### src/rtl/wasm_program_loader_pkg.sv
// ---------------------------------------------------------------------------
// wasm_program_loader_pkg
//   Shared definitions for the WASM program loader: FSM state encodings,
//   load error codes, frame start byte and default geometry.
// ---------------------------------------------------------------------------
package wasm_program_loader_pkg;

    // Default instruction BRAM address width (one byte per address).
    localparam int         LDR_ADDR_W_DEF  = 8;
    // Default maximum idle cycles between bytes inside a frame.
    localparam int         LDR_TIMEOUT_DEF = 1024;
    // Frame start byte.
    localparam logic [7:0] LDR_MAGIC       = 8'hA5;

    typedef enum logic [2:0] {
        LDR_IDLE   = 3'd0,
        LDR_LEN_LO = 3'd1,
        LDR_LEN_HI = 3'd2,
        LDR_DATA   = 3'd3,
        LDR_CSUM   = 3'd4,
        LDR_RUN    = 3'd5,
        LDR_ERR    = 3'd6
    } ldr_state_e;

    typedef enum logic [1:0] {
        LDR_ERR_NONE = 2'd0,
        LDR_ERR_LEN  = 2'd1,
        LDR_ERR_CSUM = 2'd2,
        LDR_ERR_TMO  = 2'd3
    } ldr_err_e;

    // True in the states that sit inside a frame (after MAGIC, before RUN).
    function automatic logic ldr_in_frame(input ldr_state_e s);
        return (s == LDR_LEN_LO) || (s == LDR_LEN_HI) ||
               (s == LDR_DATA)   || (s == LDR_CSUM);
    endfunction

endpackage

### src/rtl/wasm_loader_timeout.sv
// ---------------------------------------------------------------------------
// wasm_loader_timeout
//   Inter-byte idle counter. Cleared by load_i or whenever disabled; counts
//   enabled idle cycles and flags expiry on the TIMEOUT_CYC-th of them.
// Ports:
//   clk_i    clock
//   rst_i    synchronous active-high reset
//   load_i   a byte was accepted this cycle (restart the count)
//   en_i     counting window is open (inside a frame)
//   expire_o this cycle is the TIMEOUT_CYC-th idle cycle in a row
// ---------------------------------------------------------------------------
module wasm_loader_timeout #(
    parameter int TIMEOUT_CYC = 1024
) (
    input  logic clk_i,
    input  logic rst_i,
    input  logic load_i,
    input  logic en_i,
    output logic expire_o
);

    localparam int CW = $clog2(TIMEOUT_CYC + 1);

    logic [CW-1:0] cnt_q;

    always_ff @(posedge clk_i) begin
        if (rst_i || load_i || !en_i) begin
            cnt_q <= '0;
        end else if (cnt_q != CW'(TIMEOUT_CYC)) begin
            cnt_q <= cnt_q + CW'(1);
        end
    end

    // cnt_q holds the number of idle cycles already elapsed, so expiry is
    // flagged on the cycle that would make it TIMEOUT_CYC.
    assign expire_o = en_i && !load_i && (cnt_q == CW'(TIMEOUT_CYC - 1));

endmodule

### src/rtl/wasm_program_loader.sv
// ---------------------------------------------------------------------------
// wasm_program_loader
//   Receives a framed WebAssembly program (MAGIC, LEN_LO, LEN_HI, payload,
//   CSUM) over a byte valid/ready stream, writes the payload into the
//   instruction BRAM, then releases the core from reset and counts run
//   cycles until the core finishes or faults.
// Ports:
//   i_clk, i_rst            clock, synchronous active-high reset
//   i_byte_valid, i_byte    input byte stream
//   o_byte_ready            loader accepts a byte this cycle
//   o_mem_we/addr/wdata     BRAM write port (registered, one pulse per byte)
//   o_core_rst_n            active-low core reset, high only in RUN
//   i_instr_finish          core finished
//   i_core_fault            core fault (OR of core error flags)
//   i_clear                 leave ERR
//   o_load_error, o_err_code load error flag and cause
//   o_run_done, o_run_fault sticky run status
//   o_run_cycles            saturating RUN cycle count
// ---------------------------------------------------------------------------
module wasm_program_loader
    import wasm_program_loader_pkg::*;
#(
    parameter int         ADDR_W      = LDR_ADDR_W_DEF,
    parameter int         TIMEOUT_CYC = LDR_TIMEOUT_DEF,
    parameter logic [7:0] MAGIC       = LDR_MAGIC
) (
    input  logic              i_clk,
    input  logic              i_rst,
    input  logic              i_byte_valid,
    input  logic [7:0]        i_byte,
    output logic              o_byte_ready,
    output logic              o_mem_we,
    output logic [ADDR_W-1:0] o_mem_addr,
    output logic [7:0]        o_mem_wdata,
    output logic              o_core_rst_n,
    input  logic              i_instr_finish,
    input  logic              i_core_fault,
    input  logic              i_clear,
    output logic              o_load_error,
    output logic [1:0]        o_err_code,
    output logic              o_run_done,
    output logic              o_run_fault,
    output logic [31:0]       o_run_cycles
);

    // Largest program that fits in the BRAM.
    localparam logic [16:0] LEN_MAX = 17'(1) << ADDR_W;

    ldr_state_e        state_q;
    ldr_err_e          err_q;
    logic [15:0]       len_q;
    logic [15:0]       idx_q;
    logic [7:0]        sum_q;
    logic              mem_we_q;
    logic [ADDR_W-1:0] mem_addr_q;
    logic [7:0]        mem_wdata_q;
    logic              run_done_q;
    logic              run_fault_q;
    logic [31:0]       run_cycles_q;

    logic        ready;
    logic        accept;
    logic        tmo_expire;
    logic [15:0] len_full;
    logic        last_byte;

    assign ready     = (state_q == LDR_IDLE) || ldr_in_frame(state_q);
    assign accept    = i_byte_valid && ready && !i_rst;
    assign len_full  = {i_byte, len_q[7:0]};
    assign last_byte = ({1'b0, idx_q} + 17'd1) == {1'b0, len_q};

    wasm_loader_timeout #(
        .TIMEOUT_CYC (TIMEOUT_CYC)
    ) u_timeout (
        .clk_i    (i_clk),
        .rst_i    (i_rst),
        .load_i   (accept),
        .en_i     (ldr_in_frame(state_q)),
        .expire_o (tmo_expire)
    );

    always_ff @(posedge i_clk) begin
        if (i_rst) begin
            state_q      <= LDR_IDLE;
            err_q        <= LDR_ERR_NONE;
            len_q        <= '0;
            idx_q        <= '0;
            sum_q        <= '0;
            mem_we_q     <= 1'b0;
            mem_addr_q   <= '0;
            mem_wdata_q  <= '0;
            run_done_q   <= 1'b0;
            run_fault_q  <= 1'b0;
            run_cycles_q <= '0;
        end else begin
            mem_we_q <= 1'b0;

            if (state_q == LDR_RUN && run_cycles_q != 32'hFFFF_FFFF) begin
                run_cycles_q <= run_cycles_q + 32'd1;
            end

            case (state_q)
                LDR_IDLE: begin
                    // Non-MAGIC bytes are accepted and dropped.
                    if (accept && i_byte == MAGIC) begin
                        state_q      <= LDR_LEN_LO;
                        run_done_q   <= 1'b0;
                        run_fault_q  <= 1'b0;
                        run_cycles_q <= '0;
                    end
                end
                LDR_LEN_LO: begin
                    if (accept) begin
                        len_q[7:0] <= i_byte;
                        state_q    <= LDR_LEN_HI;
                    end
                end
                LDR_LEN_HI: begin
                    if (accept) begin
                        len_q[15:8] <= i_byte;
                        idx_q       <= '0;
                        sum_q       <= '0;
                        if ({1'b0, len_full} > LEN_MAX) begin
                            state_q <= LDR_ERR;
                            err_q   <= LDR_ERR_LEN;
                        end else if (len_full == 16'd0) begin
                            state_q <= LDR_CSUM;
                        end else begin
                            state_q <= LDR_DATA;
                        end
                    end
                end
                LDR_DATA: begin
                    if (accept) begin
                        mem_we_q    <= 1'b1;
                        mem_addr_q  <= idx_q[ADDR_W-1:0];
                        mem_wdata_q <= i_byte;
                        idx_q       <= idx_q + 16'd1;
                        sum_q       <= sum_q + i_byte;
                        if (last_byte) begin
                            state_q <= LDR_CSUM;
                        end
                    end
                end
                LDR_CSUM: begin
                    if (accept) begin
                        if (i_byte == sum_q) begin
                            state_q <= LDR_RUN;
                        end else begin
                            state_q <= LDR_ERR;
                            err_q   <= LDR_ERR_CSUM;
                        end
                    end
                end
                LDR_RUN: begin
                    // A fault wins over a simultaneous finish.
                    if (i_core_fault) begin
                        state_q     <= LDR_IDLE;
                        run_done_q  <= 1'b1;
                        run_fault_q <= 1'b1;
                    end else if (i_instr_finish) begin
                        state_q    <= LDR_IDLE;
                        run_done_q <= 1'b1;
                    end
                end
                LDR_ERR: begin
                    if (i_clear) begin
                        state_q <= LDR_IDLE;
                        err_q   <= LDR_ERR_NONE;
                    end
                end
                default: begin
                    state_q <= LDR_IDLE;
                end
            endcase

            // Expiry only fires on cycles with no accepted byte, so it never
            // competes with a frame transition above.
            if (tmo_expire) begin
                state_q <= LDR_ERR;
                err_q   <= LDR_ERR_TMO;
            end
        end
    end

    // Reset masks the handshake, the pending write and the core release in
    // the same cycle it is asserted.
    assign o_byte_ready = ready && !i_rst;
    assign o_mem_we     = mem_we_q && !i_rst;
    assign o_mem_addr   = mem_addr_q;
    assign o_mem_wdata  = mem_wdata_q;
    assign o_core_rst_n = (state_q == LDR_RUN) && !i_rst;
    assign o_load_error = (state_q == LDR_ERR);
    assign o_err_code   = err_q;
    assign o_run_done   = run_done_q;
    assign o_run_fault  = run_fault_q;
    assign o_run_cycles = run_cycles_q;

endmodule

### config.mk
export PLATFORM = sky130hd
export DESIGN_NAME = wasm_program_loader
export DESIGN_NICKNAME = d
export VERILOG_FILES = /design/src/rtl/wasm_program_loader_pkg.sv /design/src/rtl/wasm_loader_timeout.sv /design/src/rtl/wasm_program_loader.sv
export SDC_FILE = /design/constraint.sdc
export NUM_CORES = 1
export LEC_CHECK = 0
export CELL_PAD_IN_SITES_DETAIL_PLACEMENT = 0
export CELL_PAD_IN_SITES_GLOBAL_PLACEMENT = 2
export CORE_ASPECT_RATIO = 0.6
export CORE_MARGIN = 4
export CORE_UTILIZATION = 35
export CTS_CLUSTER_SIZE = 8
export DETAILED_ROUTE_END_ITERATION = 10
export PLACE_DENSITY = 0.95
export SLEW_MARGIN = 20
export SYNTH_ARGS = -nofsm -noshare
export SYNTH_HDL_FRONTEND = slang
export SYNTH_SLANG_ARGS = --single-unit
export TNS_END_PERCENT = 30
### constraint.sdc
create_clock -name i_clk -period 5.4 [get_ports i_clk]
set_input_delay 0.81 -clock i_clk [delete_from_list [all_inputs] [get_ports i_clk]]
set_output_delay 0.81 -clock i_clk [all_outputs]
set_load 0.03 [all_outputs]
[Yosys cells after proc, flatten, opt, wreduce, memory -nomap -nowiden]
Index checks and enable logic that the tools add are counted.
Word-level totals
  bits in registers: 107
  logic and storage cells: 123
  bits of input ports: 14
  memories kept: 0
  memory bits (writable): 0
  output and inout bits: 56
  bits in latches: 0
  bits in read-only memories: 0
Cells by class
  $mul: 0
  add/sub/neg operators: 5
  eq/ne operators: 31
  reduce and logical (&&, ||, !) cells: 34
  div/mod/pow operators: 0
  shifts and indexed selects: 0
  $lt $le $gt $ge: 1
  bitwise logic cells: 1
  mux-type cells: 37
Operators by type and width (number)
  32-bit two-way mux: 3
  3-bit two-way mux: 12
  32-bit by 1-bit adder with 32-bit output (second input constant): 1
  16-bit two-way mux: 2
  32-bit inequality test (second input constant): 1
  16-bit case mux with 2 select lines: 1
  3-bit inequality test (second input constant): 7
  3-bit case mux with 7 select lines: 1
  16-bit by 1-bit adder with 17-bit output (second input constant): 1
  17-bit by 16-bit == test with 1-bit output: 1
  16-bit by 1-bit adder with 16-bit output (second input constant): 1
  16-bit by 9-bit > comparator with 1-bit output (second input constant): 1
  16-bit zero test: 1
  8-bit two-way mux: 2
  8-bit case mux with 2 select lines: 1
  8-bit AND reduction: 2
  2-bit two-way mux: 7
  2-bit inequality test (second input constant): 7
  11-bit by 1-bit adder with 11-bit output (second input constant): 1
  11-bit by 10-bit == test with 1-bit output (second input constant): 1
  11-bit inequality test (second input constant): 1
  3-bit == test (second input constant): 3
  1-bit logical AND: 9
  3-bit by 2-bit inequality test with 1-bit output (second input constant): 3
  other kinds (20): 39

[Logic depth before layout (Yosys ltp)]
Gate-level depths: netlist of the first run.
  word-level depth: 12
  depth in mapped cells: 8
  depth with buffers taken out: 8

[Modules after synthesis]
From an unflattened synthesis of the first run, not the netlist that was laid out.
Second synthesis, totals
  cell total of the unflattened synthesis: 677
  area, all modules: 5659.2 um^2
Modules (own cells, without submodules)
  wasm_program_loader: instances 1, area an instance 5076.1 um^2, sequential area each 1921.8 um^2, cells an instance 611
  wasm_loader_timeout: instances 1, area an instance 583.1 um^2, sequential area each 220.2 um^2, cells an instance 66

[Least setup slack after synthesis of the first run]
No wires, ideal clock.
  kind: register -> register
  from: register idx_q[1]
  to: register state_q[1]
  path buffers: 0
  clock period less this slack: 2503 ps
  required time: 5266 ps
  stages on the path, launching flop included: 8
  library setup time: 134 ps
  arrival time: 2370 ps
  slack: 2897 ps
  cells stage by stage: dfxtp_1 -> ha_1 -> nand3_1 -> or4_1 -> xnor2_1 -> or4_1 -> nor4_4 -> o22ai_1
Between the ends
  longest elaborated chain between the ends: 4
Ends and longest elaborated chain
  start, declared: RTL line wasm_program_loader.sv:52  | logic [15:0] idx_q;
  start signal, assigned: RTL line wasm_program_loader.sv:138  | idx_q <= idx_q + 16'd1;
  16-bit by 1-bit adder with 17-bit output: RTL line wasm_program_loader.sv:70  | assign last_byte = ({1'b0, idx_q} + 17'd1) == {1'b0, len_q};
  17-bit by 16-bit == test with 1-bit output: RTL line wasm_program_loader.sv:70
  3-bit inequality test (no line)
  8-bit AND reduction (no line)
  end signal, assigned: RTL line wasm_program_loader.sv:84  | state_q <= LDR_IDLE;
  end signal, assigned: RTL line wasm_program_loader.sv:106  | state_q <= LDR_LEN_LO;
  end signal, assigned: RTL line wasm_program_loader.sv:115  | state_q <= LDR_LEN_HI;
  end, declared: RTL line wasm_program_loader.sv:49  | ldr_state_e state_q;
No other way between the ends.
A chain may end at the register's enable or synchronous reset.

[Worst setup path in the final report of the first run]
  from: register state_q[0]
  to: output port o_core_rst_n
Between the ends
  longest elaborated chain between the ends: 2
Ends and longest elaborated chain
  3-bit == test: RTL line wasm_program_loader.sv:192  | assign o_core_rst_n = (state_q == LDR_RUN) && !i_rst;
  1-bit logical AND: RTL line wasm_program_loader.sv:192
  end, declared: RTL line wasm_program_loader.sv:35  | output logic o_core_rst_n,
No other way between the ends.

==> results of run 1 <==
-- cell usage in the layout (no fill, tap or decap), types with 2 or more instances in the layout --
cell type	count
nand3_1	37
xor2_1	28
clkinv_4	2
nand3b_1	4
nor4_1	15
xnor2_1	33
o21ai_0	24
o22ai_1	3
a21o_1	5
nor2_1	88
clkbuf_16	9
and2_1	4
clkdlybuf4s50_1	68
nor3_1	28
mux2i_1	12
a211oi_1	2
nor3b_1	5
and3_1	8
buf_4	4
inv_6	2
and4_1	6
a31oi_1	5
nor4_4	2
a22oi_1	4
or4_4	2
or4_1	7
nand4_1	20
inv_1	21
a21oi_1	61
ha_1	11
nand2_1	97
nand2b_1	4
or3_1	3
nor2b_1	9
o21a_1	3
dfxtp_1	107
-- worst max-delay path, cell delays in order (launching register included) --
cell             delay, ns
dfxtp_1               0.77
buf_4                 0.40
nand3b_1              0.23
nor2_1                0.17
clkdlybuf4s50_1       0.69
-- power by group through the flow --
stage / logic [uW] / clock network, uW / registers (uW)
2_1_floorplan: 23.5 / 0 / 807
3_3_place_gp: 48.6 / 0 / 807
3_5_place_dp: 48.7 / 0 / 807
4_1_cts: 49.0 / 706 / 788
5_1_grt: 53.2 / 733 / 788
6_report: 49.4 / 688 / 788
-- logic make-up (layout without fill, tap and decap cells) --
kind of cell    after synthesis  in the layout
compound gates              123            123
mux                          13             13
buf+inv                      63            110
xor+xnor                     61             61
fa+ha+maj                    12             12
simple gates                346            346
flops                       107            107
-- sequential cells by signal, summed over array words and instances (netlist names) --
name             cells
state_q              3
o_mem_wdata          8
u_timeout.cnt_q     11
o_run_done           1
mem_we_q             1
o_err_code           2
len_q               16
idx_q               16
o_run_fault          1
sum_q                8
o_run_cycles        32
o_mem_addr           8
-- final cells by class --
class	count	area share, %
Clock buffer	10	3.52
Clock inverter	6	1.03
Inverter	21	1.16
Multi-Input combinational cell	555	48.4
Sequential cell	107	31.6
Tap cell	203	3.75
Timing Repair Buffer	73	10.6
-- per-layer routing --
metal | global-route usage, % | vias up
met3 | 3.65 | 11
met4 | 3.14 | 0
li1 | - | 2616
met2 | 23.0 | 160
met1 | 29.1 | 2534
met5 | 0 | -
-- how the worst min path moves through the flow --
stage | start | end | slack, ns | depth (start not counted)
detailed placement | o_run_done | o_run_done | 0.45 | 2
floorplan | sum_q[0] | sum_q[0] | 0.44 | 2
CTS | o_run_done | o_run_done | 0.46 | 2
finish | o_mem_addr[1] | o_mem_addr[1] | 0.46 | 2
global route | o_mem_wdata[6] | o_mem_wdata[6] | 0.48 | 2
global placement | o_run_done | o_run_done | 0.44 | 2
-- metrics by stage --
stage | setup slack [ns] | area, um^2 | util (%)
after floorplan | 2.90 | 5670 | -
after global placement | 1.86 | 6470 | 41.4
after detailed placement | 1.72 | 6470 | 41.4
after CTS | 2.00 | 6780 | 43.4
after global routing | 1.73 | 6780 | 43.4
final | 1.99 | 6780 | 43.4
==> metrics.md, run 1 <==
| Metric | Value |
|---|---|
| Clock Sinks | `between 100 and 150` |
| Router iterations before antenna repair | `5` |
| Root Driver | `clkbuf_16` |
| Comb pwr share | `under 10%` |
| Tightest Hold Check Type | `reg2reg` |
| Max Slew Vio Count | `0` |
| Hold-fix buffers, CTS | `0` |
| Multi-input combinational cell area | `3280 um^2` |
| Initial DRC Count | `375` |
| RePlAce Congestion | `between 0.8 and 0.9` |
| Internal Power | `1180 uW` |
| Die Span X | `172 um` |
| Routed wire per std cell | `16.4 um` |
| Later-pin clock latency in the skew report | `between 0.3 and 0.4 ns` |
| Fillers | `about 1,600` |
| Post-route ant nets | `0` |
| Dpl hpwl | `11,700 um` |
| Max Cap Viol | `0` |
| Pin count of the biggest net entering global routing | `68` |
| CP Launch Type | `register` |
| Met3 WL | `956 um` |
| F_max | `293 MHz` |
| Final Skew | `0.00852 ns` |
| Worst-margin pin slew | `0.865 ns` |
| Net Sw Power | `344 uW` |
| Sequential area share after synthesis | `between 30% and 40%` |
| Adder-Cell Fraction of Synth Area | `2.78%` |
| Core area | `15,600 um^2` |
| Crit share post-route | `63.2%` |
| Post-synth top area cell | `dfxtp_1` |
| Area delta synth->final | `19.5%` |
| Power Total | `1530 uW` |
| Final setup vio count | `0` |
| TritonCTS clock tree | `yes` |
| TritonCTS buffer count | `9` |
| # IOs | `70` |
| Outcome | `completed` |
| Synth Flop Type | `dfxtp_1` |
| Nets | `793` |
| Synthesized area | `5670 um^2` |
| Hold_ws | `0.457 ns` |
| Critical Path Sink | `o_core_rst_n` |
| Crit Path Class | `reg2out` |
| Complex-gate fraction of the synthesized area | `12.7%` |
| Crit. End Element | `output pin` |
| Highest Signal Layer | `met4` |
| Mux contribution to synthesized area | `between 2 and 2.5%` |
| Most instantiated cells after synthesis | `dfxtp_1, nand2_1, nor2_1` |
| Number of global-route vias before repair | `4,870` |
| Main combinational cell family by area after synthesis | `simple AND/OR/NAND/NOR gates` |
| First-pass GRT wire length | `26,000 um` |
| Register area | `~2100 um^2` |
| Count leader, synth | `dfxtp_1` |
| Cells after Synth | `between 700 and 800` |
| Top-area cell type share of the netlist area | `37.8%` |
| Syn_nets | `751` |
| Placed cell count | `959` |
| Simple-gate share of the synthesized area | `a little under a third` |
| Total track usage | `17.6%` |
| Worst EP arrival | `2.60 ns` |
| Setup TNS Final | `0 ns` |
| DRC viols | `0` |
| Clock share of power | `45.1%` |
| Top cells by area, synth | `dfxtp_1, nand2_1, nor2_1` |
| CTS Buffer Depth | `2` |
| Sequential Power Share | `51.7%` |
| Synth cell types | `59` |
| Synth Warn # | `0` |
| Static leakage | `0.00236 uW` |
| Final Hold Fails | `0` |
| Antenna Cells | `0` |
| CP startpoint | `state_q[0]` |
| Die Area | `18,400 um^2` |
| PostCTS Resize Cnt | `0` |
| Die height | `107 um` |
| Via density | `between 5 and 6` |
| # Post-CTS Setup Buffers | `0` |
| Clk slew on worst S/H paths | `0.07 ns` |
| Ys async rst share | `0%` |
| FF-to-FF Start | `idx_q[0]` |
| Starting Density | `36.3%` |
| Worst path required time | `4.59 ns` |
| Final wirelength | `16,000 um` |
| Max-slew headroom | `41.8%` |
| Avg Inst Size Synth | `7.82 um^2` |
| Port buffer count | `slightly below 70` |
| VDD IR-drop max | `0.126 mV` |
| Fraction of layout cells with a size suffix above 1 | `4.27%` |
| Post-synthesis xor/xnor area fraction | `9.42%` |
| Layout Cells excl Fill | `975` |
| Post-synth EDFFs | `0` |
| Met2 wire len | `around 6300 um` |
| Antenna violations before repair | `0` |
| Worst Reg-to-Reg Cells | `7` |
| Seq cells post-synth | `107` |
| RSZ-0062 raised after global routing | `no` |
| Row count | `35` |
| Total gr overflow | `0` |
| Vias post-DR | `5,321` |
| Largest fanout on the critical path | `26` |
| Sw frac | `a little under a quarter` |
| R2R Path End | `state_q[1]` |
| R2R Setup Slk | `2.36 ns` |
| Cell Pwr Density | `between 200 and 250 nW/um^2` |
| H-tree depth | `3` |
| Tmin final | `approximately 3.4 ns` |
| Wl on met1 | `8610 um` |
(Power assumes the default switching activity.)
==> inputs of run 2 (changes only) <==
--- a/config.mk
+++ b/config.mk
@@ -9,10 +9,10 @@
 export CELL_PAD_IN_SITES_GLOBAL_PLACEMENT = 2
 export CORE_ASPECT_RATIO = 0.6
 export CORE_MARGIN = 4
-export CORE_UTILIZATION = 35
+export CORE_UTILIZATION = 30
 export CTS_CLUSTER_SIZE = 8
 export DETAILED_ROUTE_END_ITERATION = 10
-export PLACE_DENSITY = 0.95
+export PLACE_DENSITY = 0.88
 export SLEW_MARGIN = 20
 export SYNTH_ARGS = -nofsm -noshare
 export SYNTH_HDL_FRONTEND = slang
==> constraint.sdc (replaced) <==
create_clock -name i_clk -period 3.1 [get_ports i_clk]
set_input_delay 0.465 -clock i_clk [delete_from_list [all_inputs] [get_ports i_clk]]
set_output_delay 0.465 -clock i_clk [all_outputs]
set_load 0.03 [all_outputs]
==> run 2 against run 1 <==
Register-to-register slack lost 2.1 ns. Power up 75%. Sequential share of layout area shrank 1.1 points. Sequential power increased by 74%. Non-clock buffer count grew 24. Via count shrank 1.8%. Combinational power is 81% higher. Count of clock-buffer cells in the layout down 1. Clock skew up 0.0071 ns. Critical endpoint is now state_q[1]. Largest cell class unchanged.
==> metrics.md, run 2 (synthesis gave the netlist of run 1 again) <==
| Metric | Value |
|---|---|
| Core area | `18,300 um^2 (+17%)` |
| # Post-CTS Setup Buffers | `0 (unchanged)` |
| Final Skew | `0.0156 ns (+0.00708 ns)` |
| Comb pwr share | `3.4% (+0.2 points)` |
| Worst-margin pin slew | `0.701 ns (-0.164 ns)` |
| Crit path cell chain | `ha_1 -> nand3_1 -> or4_1 -> xnor2_1 -> or4_1 -> nor4_4 -> o22ai_1` |
| Nets | `817 (+3.0%)` |
| Root Driver | `clkbuf_16` |
| First-pass GRT wire length | `27,200 um (+4.3%)` |
| Total track usage | `15.9% (-1.8 points)` |
| Final wirelength | `16,300 um (+2.2%)` |
| Antenna violations before repair | `0 (unchanged)` |
| Routed wire per std cell | `15.8 um (-3.9%)` |
| TritonCTS clock tree | `yes` |
| Max reg flops | `32 (unchanged)` |
| DRC viols | `0 (unchanged)` |
| Multi-input combinational cell area | `3280 um^2 (unchanged)` |
| Final Hold Fails | `0 (unchanged)` |
| Clock Sinks | `107 (unchanged)` |
| Total gr overflow | `0 (unchanged)` |
| Slowest CP cell | `or4_1` |
| Worst EP arrival | `3.10 ns (+0.50 ns)` |
| Later-pin clock latency in the skew report | `0.36 ns (about the same)` |
| Largest fanout on the critical path | `8 (-69%)` |
| Register area | `2140 um^2 (unchanged)` |
| Via density | `5.05 (-7.6%)` |
| Crit share post-route | `92.8%` |
| Crit path buf inv count | `0 (-2)` |
| Commonest non-fill, non-tap cells in the layout | `dfxtp_1, nand2_1, nor2_1, clkdlybuf4s50_1, a21oi_1` |
| Clock share of power | `45.3% (+0.2 points)` |
| PostCTS Resize Cnt | `0 (unchanged)` |
| Net Sw Power | `680 uW (+98%)` |
| Fraction of layout cells with a size suffix above 1 | `7.16% (+2.9 points)` |
| VDD IR-drop max | `0.287 mV (+130%)` |
| Sequential Power Share | `51.4% (-0.3 points)` |
| Sw frac | `25.4% (+2.9 points)` |
| Final WS setup | `0.223 ns (-1.77 ns)` |
| Pin count of the biggest net entering global routing | `58 (-15%)` |
| Worst path required time | `3.32 ns (-1.27 ns)` |
| Antenna Cells | `0 (unchanged)` |
| Most common cell after layout, fill and taps aside | `dfxtp_1` |
| R2R Setup Slk | `0.22 ns (-2.14 ns)` |
| Initial DRC Count | `470 (+25%)` |
| Port buffer count | `69 (unchanged)` |
| CP Launch Type | `register` |
| Static leakage | `0.00248 uW (+5.2%)` |
| Die Area | `21,200 um^2 (+16%)` |
| Post-layout util | `38.4% (-5.0 points)` |
| Number of global-route vias before repair | `4,960 (+1.8%)` |
| Router iterations before antenna repair | `5 (unchanged)` |
| Post-route ant nets | `0 (unchanged)` |
| RSZ-0062 raised after global routing | `no` |
| Fillers | `1,851 (+17%)` |
| Final setup vio count | `0 (unchanged)` |
| H-tree depth | `3 (unchanged)` |
| Vias post-DR | `5,227 (-1.8%)` |
| Dpl hpwl | `11,600 um (-0.87%)` |
| Internal Power | `1990 uW (+69%)` |
| TritonCTS buffer count | `9 (unchanged)` |
| Row count | `38 (+8.6%)` |
| CP peak stage delay | `0.63 ns (-0.14 ns)` |
| Pre-CTS setup slack | `0.146 ns (-1.57 ns)` |
| Starting Density | `31.0% (-5.3 points)` |
| CTS Buffer Depth | `2 (unchanged)` |
| Kind of cell adding the most delay to the critical path | `simple AND/OR/NAND/NOR gates` |
| Outcome | `completed` |
| Clk slew on worst S/H paths | `0.09 ns (+0.02 ns)` |
| Die Span X | `186 um (+7.6%)` |
| Hold_ws | `0.419 ns (-0.0376 ns)` |
| Die height | `115 um (+7.4%)` |
| F_max | `348 MHz` |
| Crit Path Class | `reg2reg` |
| Max Cap Viol | `0 (unchanged)` |
| # IOs | `70 (unchanged)` |
| Tmin final | `approximately 2.9 ns` |
| Hold-fix buffers, CTS | `0 (unchanged)` |
| Max Slew Vio Count | `0 (unchanged)` |
| Cell Pwr Density | `381 nW/um^2 (+69%)` |
| Crit. End Element | `register` |
| Crit path top cell by count | `or4_1` |
| Tightest Hold Check Type | `in2reg` |
| RePlAce Congestion | `0.837 (-3.1%)` |
| Area delta synth->final | `23.9%` |
| Max-slew headroom | `52.9% (+11 points)` |
| Setup TNS Final | `0 ns (unchanged)` |
[run 2: final timing paths]
kind | end | cells past startpoint | startpoint
worst max-delay path | state_q[1] | 7 | idx_q[1]
worst min-delay path | sum_q[5] | 2 | i_rst
worst max register to register | state_q[1] | 7 | idx_q[1]
worst min register to register | o_run_done | 2 | o_run_done
[run 2: stage by stage]
step | power (uW) | cell area [um^2] | std cells
6_report | 2670 | 7030 | 1036
5_1_grt | 2780 | 7030 | 1036
4_1_cts | 2730 | 7030 | 1036
3_5_place_dp | 1500 | 6710 | 1020
3_3_place_gp | 1500 | 6710 | 1020
2_1_floorplan | 1450 | 5670 | 725
[run 2: final cells by class]
cell class	instances	area share, %
multi-input cells	555	46.7
flip-flops and latches	107	30.5
repair buffers	97	12.9
well taps	240	4.27
clock buffers	9	3.21
clock inverters	7	1.30
inverters	21	1.12
[run 2: per-layer routing]
metal  vias up  part of all wire [%]  wire [um]  track usage [%]
met2       119                    38       6180             20.6
met5         -                     0          0                0
met1      2443                    56       9150             26.2
met4         0                  0.69        112             2.91
li1       2657                     -          -                -
met3         8                   5.5        900             3.33
[run 2: power groups by stage]
stage / combinational (uW) / clock, uW / sequential (uW)
5_1_grt: 98.5 / 1300 / 1370
4_1_cts: 90.2 / 1260 / 1370
2_1_floorplan: 41.0 / 0 / 1410
3_3_place_gp: 90.4 / 0 / 1410
3_5_place_dp: 89.8 / 0 / 1410
6_report: 89.6 / 1210 / 1370
==> variant 1: new RTL, flow settings as in run 2 <==
Put a register stage on the output `o_load_error`, without a reset. The value now appears one clock later. The other outputs are not delayed to match.
--- a/src/rtl/wasm_program_loader.sv
+++ b/src/rtl/wasm_program_loader.sv
@@ -190,7 +190,9 @@
     assign o_mem_addr   = mem_addr_q;
     assign o_mem_wdata  = mem_wdata_q;
     assign o_core_rst_n = (state_q == LDR_RUN) && !i_rst;
-    assign o_load_error = (state_q == LDR_ERR);
+    always_ff @(posedge i_clk) begin
+        o_load_error <= (state_q == LDR_ERR);
+    end
     assign o_err_code   = err_q;
     assign o_run_done   = run_done_q;
     assign o_run_fault  = run_fault_q;
Behaviour: not the same (a bounded check fails within 4 cycles, from zero or initial values and one cycle with i_rst high).
==> variant 1 against run 2 <==
Sequential cell count up 1; routed wire length down 7.5%; utilization decreased by 0.17 points; global-route usage fell by 1.4 points; synthesized cell count fell by 3.0%; synthesized area fell by 1.8%; hold slack better by 0.033 ns; worst setup slack improved by 0.10 ns; cell area fell by 1.2%; power decreased by 1.8%; largest power group unchanged.
==> variant 1: results (changes against run 2) <==
* Outcome: complete, no violations (unchanged)
* Count of unique library cells instantiated by Yosys at 58 (was 59)
* Clk pin slew, worst setup/hold paths at 0.07 ns (was 0.09 ns)
* Ant diodes at 0 (unchanged)
* Detailed router's first-iteration violation count at 370 (was 470)
* Commonest cells in the netlist: dfxtp_1, nand2_1, nor2_1, a21oi_1 (was dfxtp_1, nand2_1, nor2_1, a21oi_1, nand3_1)
* Placer Congestion at 0.806 (was 0.837)
* Adder-cell area share of the yosys netlist at 2.83% (was 2.78%)
* RR Endpoint: state_q[1]$_SDFFE_PP0P_ (unchanged)
* R2R depth at 8 (was 7)
* Synth area leaders: dfxtp_1, nand2_1, a21oi_1 (was dfxtp_1, nand2_1, nor2_1)
* DRT Wirelength at 15,100 um (was 16,300 um)
* Worst vdd ir at 0.000228 V (was 0.000287 V)
* Largest net degree at the start of global routing at 55 (was 58)
* Hold/Removal Path Class: reg2reg (was in2reg)
* Final Skew at 0.0111 ns (was 0.0156 ns)
* Layout cells sized above 1 at 8.73% (was 7.16%)
* Compound-Gate Fraction of Synth Area at 13.8% (was 12.7%)
* Peak fanout along the critical path at 11 (was 8)
* Post-CTS resize count at 0 (unchanged)
* Reg2reg setup slack at 0.32 ns (was 0.22 ns)
* Worst R2R Start: idx_q[2]$_SDFFE_PP0P_ (was idx_q[1]$_SDFFE_PP0P_)
* FILL cells at 1,894 (was 1,851)
* Hold Path End: o_mem_addr[7]$_SDFFE_PP0P_ (was sum_q[5]$_SDFFE_PP0P_)
* Crit-path max cell delay at 0.65 ns (was 0.63 ns)
* Leak pwr at 2.37 nW (was 2.48 nW)
* Vias in the first global route at 4,629 (was 4,960)
* Post-synthesis mux area share at 2.56% (was 2.32%)
* Vias per cell at 4.92 (was 5.05)
* Nets at 800 (was 817)
* Initial antenna violation count at 0 (unchanged)
* Syn Nets at 729 (was 751)
* Hold_sp: o_mem_addr[7]$_SDFFE_PP0P_ (was i_rst)
* Sequential share of the synthesized area at 38.8% (was 37.8%)
* Worst relative slew slack at 41.0% (was 52.9%)
* Critical path arrival at 2.98 ns (was 3.10 ns)
* Detailed-placement wirelength estimate at 11,200 um (was 11,600 um)
* Xor/xnor share of the synthesized area at 9.25% (was 9.42%)
* First-pass GRT wire length at 24,600 um (was 27,200 um)
-- variant 1: changes by cell type after synthesis, moves of 5 or more --
cell     change
nand4_1     -10
inv_1        -8
or3_1        +8
a21oi_1      +6
nand3_1      -6
nor4_1       -6
xnor2_1      -5
-- variant 1: final cells by class --
type                            count  area, um2  area share [%]
Clock buffer                       10        229            3.30
Clock inverter                      6       63.8           0.919
Inverter                           13       48.8           0.703
Multi-Input combinational cell    541       3200            46.1
Sequential cell                   108       2160            31.2
Tap cell                          240        300            4.33
Timing Repair Buffer              101        936            13.5
-- variant 1: routing by layer --
layer,track usage [%],share of wire [%],vias up
li1,-,-,2579
met5,0,0,-
met2,19.8,39,81
met1,23.3,55,2344
met4,3.30,0.94,0
met3,2.49,4.5,11
-- variant 1: power breakdown --
group	total (mW)	internal, mW	leakage [nW]	switching, mW
Combinational	0.0894	0.0355	1.36	0.0540
Clock	1.15	0.627	0.139	0.524
Sequential	1.39	1.39	0.869	0.000131
Total	2.63	2.05	2.37	0.578
-- variant 1: tightest hold or removal path: cells and delay by family, from the launching register on --
kind	cells	cell delay, ns
flops	1	0.31
compound gates	1	0.05
simple gates	1	0.05
-- variant 1: metrics by stage --
| step | area [um2] | instances | setup slack [ns] | hold slack [ns] | utilization (%) |
|---|---|---|---|---|---|
| floorplan | 5570 | 703 | 0.585 | 0.436 | - |
| global placement | 6650 | 1003 | 0.119 | 0.447 | 36.6 |
| detailed placement | 6650 | 1003 | 0.0434 | 0.448 | 36.6 |
| CTS | 6940 | 1019 | 0.371 | 0.459 | 38.2 |
| global route | 6940 | 1019 | 0.0614 | 0.476 | 38.2 |
| finish | 6940 | 1019 | 0.325 | 0.452 | 38.2 |
-- variant 1: how the worst max path moves through the flow --
| stage | from | endpoint | slack [ns] | cells past startpoint |
|---|---|---|---|---|
| floorplan | idx_q[0]$_SDFFE_PP0P_ | state_q[0]$_SDFFE_PP0P_ | 0.58 | 9 |
| global placement | i_byte[4] | state_q[1]$_SDFFE_PP0P_ | 0.12 | 9 |
| detailed placement | i_byte[6] | state_q[1]$_SDFFE_PP0P_ | 0.04 | 9 |
| CTS | idx_q[2]$_SDFFE_PP0P_ | state_q[1]$_SDFFE_PP0P_ | 0.37 | 8 |
| global route | o_run_cycles[3]$_SDFF_PP0_ | o_run_cycles[5]$_SDFF_PP0_ | 0.06 | 8 |
| finish | idx_q[2]$_SDFFE_PP0P_ | state_q[1]$_SDFFE_PP0P_ | 0.32 | 8 |
-- variant 1: logic make-up after synthesis --
logic type | Yosys count
xor gates and xnor gates | 58
AOI/OAI and AO/OA | 129
DFF | 108
muxes | 14
and+or+nand+nor | 328
buffers and inverters | 54
adders and majority gates | 12
==> variant 2: new RTL, settings of run 2 <==
Made on the original files. The package constant `LDR_TIMEOUT_DEF` goes from 1024 to 2048.
--- a/src/rtl/wasm_program_loader_pkg.sv
+++ b/src/rtl/wasm_program_loader_pkg.sv
@@ -8,7 +8,7 @@
     // Default instruction BRAM address width (one byte per address).
     localparam int         LDR_ADDR_W_DEF  = 8;
     // Default maximum idle cycles between bytes inside a frame.
-    localparam int         LDR_TIMEOUT_DEF = 1024;
+    localparam int         LDR_TIMEOUT_DEF = 2048;
     // Frame start byte.
     localparam logic [7:0] LDR_MAGIC       = 8'hA5;
 
Function: no difference found for any inputs over 4 cycles, from zero or initial values and one cycle with i_rst high; that may be too few to reach the edited logic, so the function may still have changed.
==> variant 2 against run 2 <==
Worst setup slack improved by 0.18 ns; cell area decreased by 3.4%; synthesized area shrank 1.8%; maximum frequency rose by 6.7%; count of clock-buffer cells in the layout up 1; sequential cell count up 1; synthesized cell count fell by 4.4%; sequential share of layout area rose by 1.4 points; routed wire length fell by 1.7%.
Power is not compared: it rests on default switching activity, and its combinational part moved more than twofold at a synthesized area within 25%.
==> variant 2: results (changes against run 2) <==
* Outcome: complete, no violations (unchanged)
* Gr usage total at 15.1% (was 15.9%)
* Synth area leaders: dfxtp_1, nand2_1, nand3_1 (was dfxtp_1, nand2_1, nor2_1)
* First-pass GRT wire length at 25,400 um (was 27,200 um)
* Max Fclk at 371 MHz (was 348 MHz)
* Critical path arrival at 2.94 ns (was 3.10 ns)
* Detailed route wirelength on metal2 at 6010 um (was 6180 um)
* WL met1 at 9150 um (about the same)
* Compound-Gate Fraction of Synth Area at 12.6% (was 12.7%)
* Largest net degree at the start of global routing at 38 (was 58)
* Xor/xnor share of the synthesized area at 9.91% (was 9.42%)
* Pre-CTS setup slack at 0.247 ns (was 0.146 ns)
* Via count at 4,981 (was 5,227)
* Vias per cell at 5.01 (was 5.05)
* Detailed-placement wirelength estimate at 12,000 um (was 11,600 um)
* H-tree levels at 3 (unchanged)
* Reg2reg setup slack at 0.40 ns (was 0.22 ns)
* Placed insts at 979 (was 1,020)
* Placer Congestion at 0.832 (was 0.837)
* Detailed router's first-iteration violation count at 415 (was 470)
* Global routing usage on met2 at 19.8% (was 20.6%)
* Final Skew at 0.0105 ns (was 0.0156 ns)
* Post-CTS resize count at 0 (unchanged)
* Grt met3 use at 3.25% (was 3.33%)
* Critical path's slowest cell: nor4_1 (was or4_1)
* Pwr Total at ~3.3 mW
* Worst Tran Pin Value at 1.06 ns (was 0.701 ns)
* Met1 Use GR at 25.1% (was 26.2%)
* Sequential share of the synthesized area at 38.8% (was 37.8%)
* Count of unique library cells instantiated by Yosys at 63 (was 59)
* Post-synthesis mux area share at 0.741% (was 2.32%)
* Hold/Removal Path Class: reg2reg (was in2reg)
* Adder-cell area share of the yosys netlist at 2.83% (was 2.78%)
* Placed inst area at 6490 um2 (was 6710 um2)
* WL met3 at 791 um (was 900 um)
* Layout cells sized above 1 at 6.89% (was 7.16%)
* Syn Nets at 719 (was 751)
* R2R depth at 7 (unchanged)
* Synthesized netlist cell count at 693 (was 725)
* Vias in the first global route at 4,438 (was 4,960)
* Start point of the critical path: idx_q[5]$_SDFFE_PP0P_ (was idx_q[1]$_SDFFE_PP0P_)
* Commonest cells in the netlist: dfxtp_1, nand2_1, nor2_1, nand3_1, o21ai_0 (was dfxtp_1, nand2_1, nor2_1, a21oi_1, nand3_1)
* WL/cell at 16.1 um (was 15.8 um)
## variant 2: worst min-delay path by stage
stage,slack (ns),endpoint,cells past startpoint,from
finish,0.45,o_run_done$_SDFFE_PP0P_,2,o_run_done$_SDFFE_PP0P_
global placement,0.44,o_run_done$_SDFFE_PP0P_,2,o_run_done$_SDFFE_PP0P_
global route,0.48,o_mem_addr[2]$_SDFFE_PP0P_,2,o_mem_addr[2]$_SDFFE_PP0P_
floorplan,0.44,sum_q[0]$_SDFFE_PP0P_,2,sum_q[0]$_SDFFE_PP0P_
CTS,0.46,o_run_done$_SDFFE_PP0P_,2,o_run_done$_SDFFE_PP0P_
detailed placement,0.44,o_run_done$_SDFFE_PP0P_,2,o_run_done$_SDFFE_PP0P_
## variant 2: final cells by class
type,count,area [um2]
clock buffers,10,239
clock inverters,6,53.8
fillers,1910,11400
inverters,19,71.3
multi-input cells,524,3110
flip-flops and latches,108,2160
well taps,240,300
repair buffers,88,846
